## config.mk

```make
export PLATFORM = sky130hd
export DESIGN_NAME = ft_run_monitor
export DESIGN_NICKNAME = d
export VERILOG_FILES = /design/src/rtl/ft_run_monitor.sv
export SDC_FILE = /design/constraint.sdc
export NUM_CORES = 1
export LEC_CHECK = 0
export CAP_MARGIN = 20
export CORE_ASPECT_RATIO = 0.6
export CORE_UTILIZATION = 43
export CTS_CLUSTER_SIZE = 30
export DETAILED_ROUTE_END_ITERATION = 12
export PLACE_DENSITY = 0.79
export SYNTH_ARGS = -nofsm -noshare
export SYNTH_HDL_FRONTEND = slang
export SYNTH_SLANG_ARGS = --single-unit
```

## constraint.sdc

```tcl
create_clock -name clk_i -period 2.2 [get_ports clk_i]
set_input_delay 0.44 -clock clk_i [delete_from_list [all_inputs] [get_ports clk_i]]
set_output_delay 0.44 -clock clk_i [all_outputs]
set_load 0.01 [all_outputs]
```

## src/rtl/ft_run_monitor.sv

```systemverilog
// Run-completion monitor for redundant cores: snoops per-channel writes, records
// result/flag words, then votes a majority result or flags a cycle-accurate timeout.
module ft_run_monitor #(
    parameter int unsigned       NUM_CH         = 3,
    parameter int unsigned       ADDR_W         = 32,
    parameter int unsigned       DATA_W         = 32,
    parameter logic [ADDR_W-1:0] FLAG_ADDR      = 'h0000_1000,
    parameter logic [ADDR_W-1:0] RESULT_ADDR    = 'h0000_1004,
    parameter int unsigned       TIMEOUT_CYCLES = 100,
    parameter int unsigned       CNT_W          = 16
) (
    input  logic                     clk_i,
    input  logic                     rst_ni,
    input  logic                     start_i,
    input  logic [NUM_CH-1:0]        wr_en_i,
    input  logic [NUM_CH*ADDR_W-1:0] wr_addr_i,
    input  logic [NUM_CH*DATA_W-1:0] wr_data_i,
    output logic                     busy_o,
    output logic                     done_o,
    output logic                     timeout_o,
    output logic [NUM_CH-1:0]        ch_done_o,
    output logic [DATA_W-1:0]        result_o,
    output logic                     majority_o,
    output logic                     mismatch_o,
    output logic [CNT_W-1:0]         cycles_o
);

    // state      | meaning
    // ST_IDLE    | waiting for start_i, writes ignored
    // ST_RUN     | counting cycles, capturing results and completion flags
    // ST_DONE    | all channels flagged, verdict held until start_i
    // ST_TIMEOUT | budget expired before completion, held until start_i
    typedef enum logic [1:0] {ST_IDLE, ST_RUN, ST_DONE, ST_TIMEOUT} state_t;

    localparam logic [CNT_W-1:0] TO_LIM = CNT_W'(TIMEOUT_CYCLES);

    state_t            state_q;
    logic [DATA_W-1:0] res_q   [NUM_CH];
    logic [DATA_W-1:0] res_nxt [NUM_CH];
    logic [NUM_CH-1:0] done_set;
    logic [NUM_CH-1:0] ch_done_nxt;
    logic [DATA_W-1:0] vote_val;
    logic              vote_maj;
    logic              vote_mis;
    int unsigned       cnt;

    // Done channels are frozen, so their writes never reach the capture logic.
    always_comb begin
        done_set = '0;
        for (int k = 0; k < NUM_CH; k++) begin
            res_nxt[k] = res_q[k];
            if (wr_en_i[k] && !ch_done_o[k]) begin
                if (wr_addr_i[k*ADDR_W +: ADDR_W] == RESULT_ADDR)
                    res_nxt[k] = wr_data_i[k*DATA_W +: DATA_W];
                if (wr_addr_i[k*ADDR_W +: ADDR_W] == FLAG_ADDR &&
                    wr_data_i[k*DATA_W +: DATA_W] != '0)
                    done_set[k] = 1'b1;
            end
        end
        ch_done_nxt = ch_done_o | done_set;
    end

    // On the completing cycle every channel is already done or is flagging,
    // so no result capture can be pending and res_q is the final set.
    always_comb begin
        vote_val = res_q[0];
        vote_maj = 1'b0;
        vote_mis = 1'b0;
        cnt      = 0;
        for (int i = 0; i < NUM_CH; i++) begin
            cnt = 0;
            for (int j = 0; j < NUM_CH; j++)
                if (res_q[i] == res_q[j]) cnt = cnt + 1;
            if (!vote_maj && cnt > NUM_CH / 2) begin
                vote_maj = 1'b1;
                vote_val = res_q[i];
            end
        end
        for (int j = 0; j < NUM_CH; j++)
            if (res_q[j] != vote_val) vote_mis = 1'b1;
    end

    always_ff @(posedge clk_i or negedge rst_ni) begin
        if (!rst_ni) begin
            state_q    <= ST_IDLE;
            busy_o     <= 1'b0;
            done_o     <= 1'b0;
            timeout_o  <= 1'b0;
            ch_done_o  <= '0;
            result_o   <= '0;
            majority_o <= 1'b0;
            mismatch_o <= 1'b0;
            cycles_o   <= '0;
            for (int k = 0; k < NUM_CH; k++) res_q[k] <= '0;
        end else begin
            case (state_q)
                ST_RUN: begin
                    cycles_o  <= cycles_o + 1'b1;
                    ch_done_o <= ch_done_nxt;
                    for (int k = 0; k < NUM_CH; k++) res_q[k] <= res_nxt[k];
                    if (&ch_done_nxt) begin
                        state_q    <= ST_DONE;
                        busy_o     <= 1'b0;
                        done_o     <= 1'b1;
                        result_o   <= vote_val;
                        majority_o <= vote_maj;
                        mismatch_o <= vote_mis;
                    end else if (CNT_W'(cycles_o + 1'b1) == TO_LIM) begin
                        state_q   <= ST_TIMEOUT;
                        busy_o    <= 1'b0;
                        timeout_o <= 1'b1;
                    end
                end
                default: begin
                    if (start_i) begin
                        state_q    <= ST_RUN;
                        busy_o     <= 1'b1;
                        done_o     <= 1'b0;
                        timeout_o  <= 1'b0;
                        ch_done_o  <= '0;
                        result_o   <= '0;
                        majority_o <= 1'b0;
                        mismatch_o <= 1'b0;
                        cycles_o   <= '0;
                        for (int k = 0; k < NUM_CH; k++) res_q[k] <= '0;
                    end
                end
            endcase
        end
    end

endmodule

```

==> run metrics <==
status=finished with violations; failing checks=setup timing; crit path kind=reg -> reg; Final Cell Area=15220 sq um; sequential element share of the synthesized area=46.20%; RSZ-0062 raised after global routing=yes; Core Rows=39; Layout Skew=16.28 ps; die area=19980 sq um; Worst-Skew Late Latency=450 ps; routed vias/inst=5.918; final hold viol count=0; CTS Buffer Depth=2; Sequential Power Share=40.4%; Clk pwr share=42.0%; max-slew violation count=0; DIE WIDTH=181.8 um; startpoint types=register; Hold Worst Slack=458.0 ps; Area Growth Syn to Fin=82.48%; layout net count=1676; Static Leakage=7.174 nW; Net Sw Frac=26.56%; Setup TNS=-11970 ps; Main synth FF type=dfrtp_1; I/O Buffers=253; r2r setup slk=-560 ps; diode count=0; Post-Synth Adder-Cell Area=0.1500%; yosys warns=0; unique cell type count in the Yosys netlist=45; total track usage=39.89%; Yosys reg bits=154; largest family of logic cells by synthesized area=simple AND/OR/NAND/NOR gates; Post-Synth XOR/XNOR Area=10.50%; switching power=1.981 mW; Max Cap Viol=0; Area after DPL=12970 sq um; combinational share of power=17.6%; DP Wirelength=27.16 mm; setup violators final=38; WL final=41.00 mm; Num Clock Sinks=154; drt pass-1 iters=5; DRC=0; CTS Buf Count=17; simple-gate share of the synthesized area=29.07%; FF-to-FF End=mismatch_o; hold path startpoint=wr_data_i[18]; Worst setup EP type=register; Avg Cell Area, Syn=8.643 sq um; WHS Path Cells=4; first-pass GRT wire length=57.99 mm; vias in the first global route=9778; Internal Power=5.477 mW; pwr dens=490.0 nW/um^2; CTS root buf=clkbuf_16; Synth Area in Compound Gates=7.141%; RR Startpoint=res_q[88]; maximum number of pins on one net before global-route repair=68; share of synthesized registers carrying an async set or reset=100.0%; period utilization=125.5%; Power Total=7.458 mW; die height=109.9 um; clk slew on worst S/H paths=60 ps; Slew HR=34.17%; VDD IR max=0.5389 mV; CORE AREA=19030 sq um; R2R cell count=10; routability cong.=0.9626; Post-synth EDFFs=0; initial DRC count=1295; Slew @ Worst Pin=983.8 ps; sink of the worst hold path=res_q[82]; post-layout min period=2761 ps; vias=10267; post-synthesis mux area share=3.360%; initial core utilization=43.83%; CTS tree=built; post-synthesis instance total=965; mapped cell area=8340 sq um; Critical Path Fanout Max=5; Top Ports=254; Arrival @ worst endpoint=3070 ps; Critical Path RT=2510 ps; total gr overflow=0; antenna violations before repair=0; Setup WS post-layout=-561.1 ps; syn nets=1164; post-route ant nets=0; WL/cell=23.63 um; Worst Hold Class=in -> reg; fraction of layout cells with a size suffix above 1=32.30%; H-tree lvl count=4; fmax=362.2 MHz
[synthesized netlist by cell type (all sizes together) (2+ instances only)]
library cell  number  area share, %
a2111oi            2           0.36
a21o               2           0.18
a21oi             10           0.60
a221oi             3           0.32
a31oi              7           0.53
and3               9           0.68
buf               14            1.0
clkbuf            41            1.8
dfrtp            154             46
inv               16           0.72
mux2i             28            3.4
nand2            221            9.9
nand2b             5           0.38
nand3            143            8.6
nand3b             2           0.18
nand4             28            2.1
nor2              25            1.2
nor2b              2           0.15
nor3               7           0.60
nor4              60            4.6
nor4b              5           0.53
o21ai             63            3.8
o22ai              3           0.23
o31ai              3           0.27
xnor2             53            5.6
xor2              47            4.9
[registers in the layout, summed over array words and instances (netlist names)]
name	flops
timeout_o	1
majority_o	1
ch_done_o	3
cycles_o	16
res_q	96
result_o	32
state_q	2
mismatch_o	1
busy_o	1
done_o	1
[power by group through the flow]
stage / registers [mW] / logic [mW] / clock network, mW
after floorplan: 3.13 / 0.203 / 0
after global placement: 3.04 / 1.23 / 0
after detailed placement: 3.04 / 1.25 / 0
after CTS: 3.00 / 1.28 / 3.07
after global routing: 3.02 / 1.40 / 3.25
final: 3.01 / 1.31 / 3.13
[critical path, cell delays in order, from the launching register on]
cell and delay, ps:
dfrtp_1 510, xor2_1 240, nor4_2 430, nand4_1 170
nor2_2 200, nor2_4 90, buf_6 140, mux2i_2 190
a21o_1 220, nor4_2 310, a31oi_1 120
[cell usage in the layout, fill, tap and decap left out, types with 14 or more instances in the layout]
| master | Yosys | routed |
|---|---|---|
| dfrtp_2 | 0 | 14 |
| mux2i_4 | 0 | 16 |
| nand4_1 | 28 | 28 |
| buf_12 | 0 | 14 |
| buf_4 | 1 | 253 |
| nand3_2 | 0 | 17 |
| nor2_1 | 23 | 21 |
| xor2_1 | 47 | 47 |
| o21ai_2 | 0 | 25 |
| clkdlybuf4s50_1 | 0 | 218 |
| nand2_1 | 221 | 217 |
| nand3_1 | 143 | 117 |
| inv_1 | 16 | 15 |
| nor4_2 | 1 | 18 |
| dlygate4sd2_1 | 0 | 32 |
| o21ai_0 | 42 | 28 |
| nor4_1 | 59 | 37 |
| clkbuf_16 | 0 | 18 |
| dfrtp_1 | 154 | 140 |
| xnor2_1 | 53 | 40 |
[cell families (layout without fill, tap and decap cells)]
family,count (synthesis),in the layout
flip-flops,154,154
XOR/XNOR,100,100
AND/OR/NAND/NOR,509,509
adder cells (fa/ha/maj),1,1
AO/OA/AOI/OAI,102,102
buffers and inverters,71,595
multiplexers,28,28
[final cells by class]
cell class,count,area [sq um]
clock buffer,18,429.2
clock inverter,13,167.7
fill,1162,3811
inverter,16,62.56
multi-input combinational,740,5169
sequential,154,3871
tap,246,307.8
timing repair buffer,548,5213
[metrics by stage]
stage,utilization [%],cells,setup slack [ps]
floorplan,-,965,4.604
global placement,68.13,1657,-791.0
detailed placement,68.13,1657,-848.5
CTS,77.16,1728,-417.9
global route,79.97,1735,-657.8
finish,79.97,1735,-561.1
[repair_timing]
| item | 4_1_cts | 5_1_grt |
|---|---|---|
| setup endpoints to repair | 39 | 65 |
| setup buffers | 29 | 8 |
| hold buffers | 1 | 0 |
| gates resized for setup | 170 | 100 |
| pin swaps | 46 | 33 |
| gates cloned | 12 | 1 |
| hold endpoints to repair | 15 | 0 |
[per-layer routing]
| layer | wire length, um | vias up | track usage [%] | part of all wire [%] |
|---|---|---|---|---|
| li1 | - | 4420 | - | - |
| met1 | 15950 | 4945 | 53.83 | 39 |
| met2 | 17980 | 763 | 60.80 | 44 |
| met3 | 5573 | 139 | 12.29 | 14 |
| met4 | 1499 | 0 | 14.16 | 3.7 |
| met5 | 0 | - | 0 | 0 |
[worst max-delay path by stage]
| stage | start | endpoint | slack [ps] | cells past startpoint |
|---|---|---|---|---|
| global placement | wr_addr_i[42] | majority_o | -790 | 11 |
| floorplan | ch_done_o[2] | result_o[13] | 5 | 11 |
| finish | res_q[88] | mismatch_o | -560 | 10 |
| global route | res_q[46] | mismatch_o | -660 | 12 |
| CTS | res_q[44] | mismatch_o | -420 | 11 |
| detailed placement | wr_addr_i[42] | result_o[28] | -850 | 11 |
(Power assumes the default switching activity.)
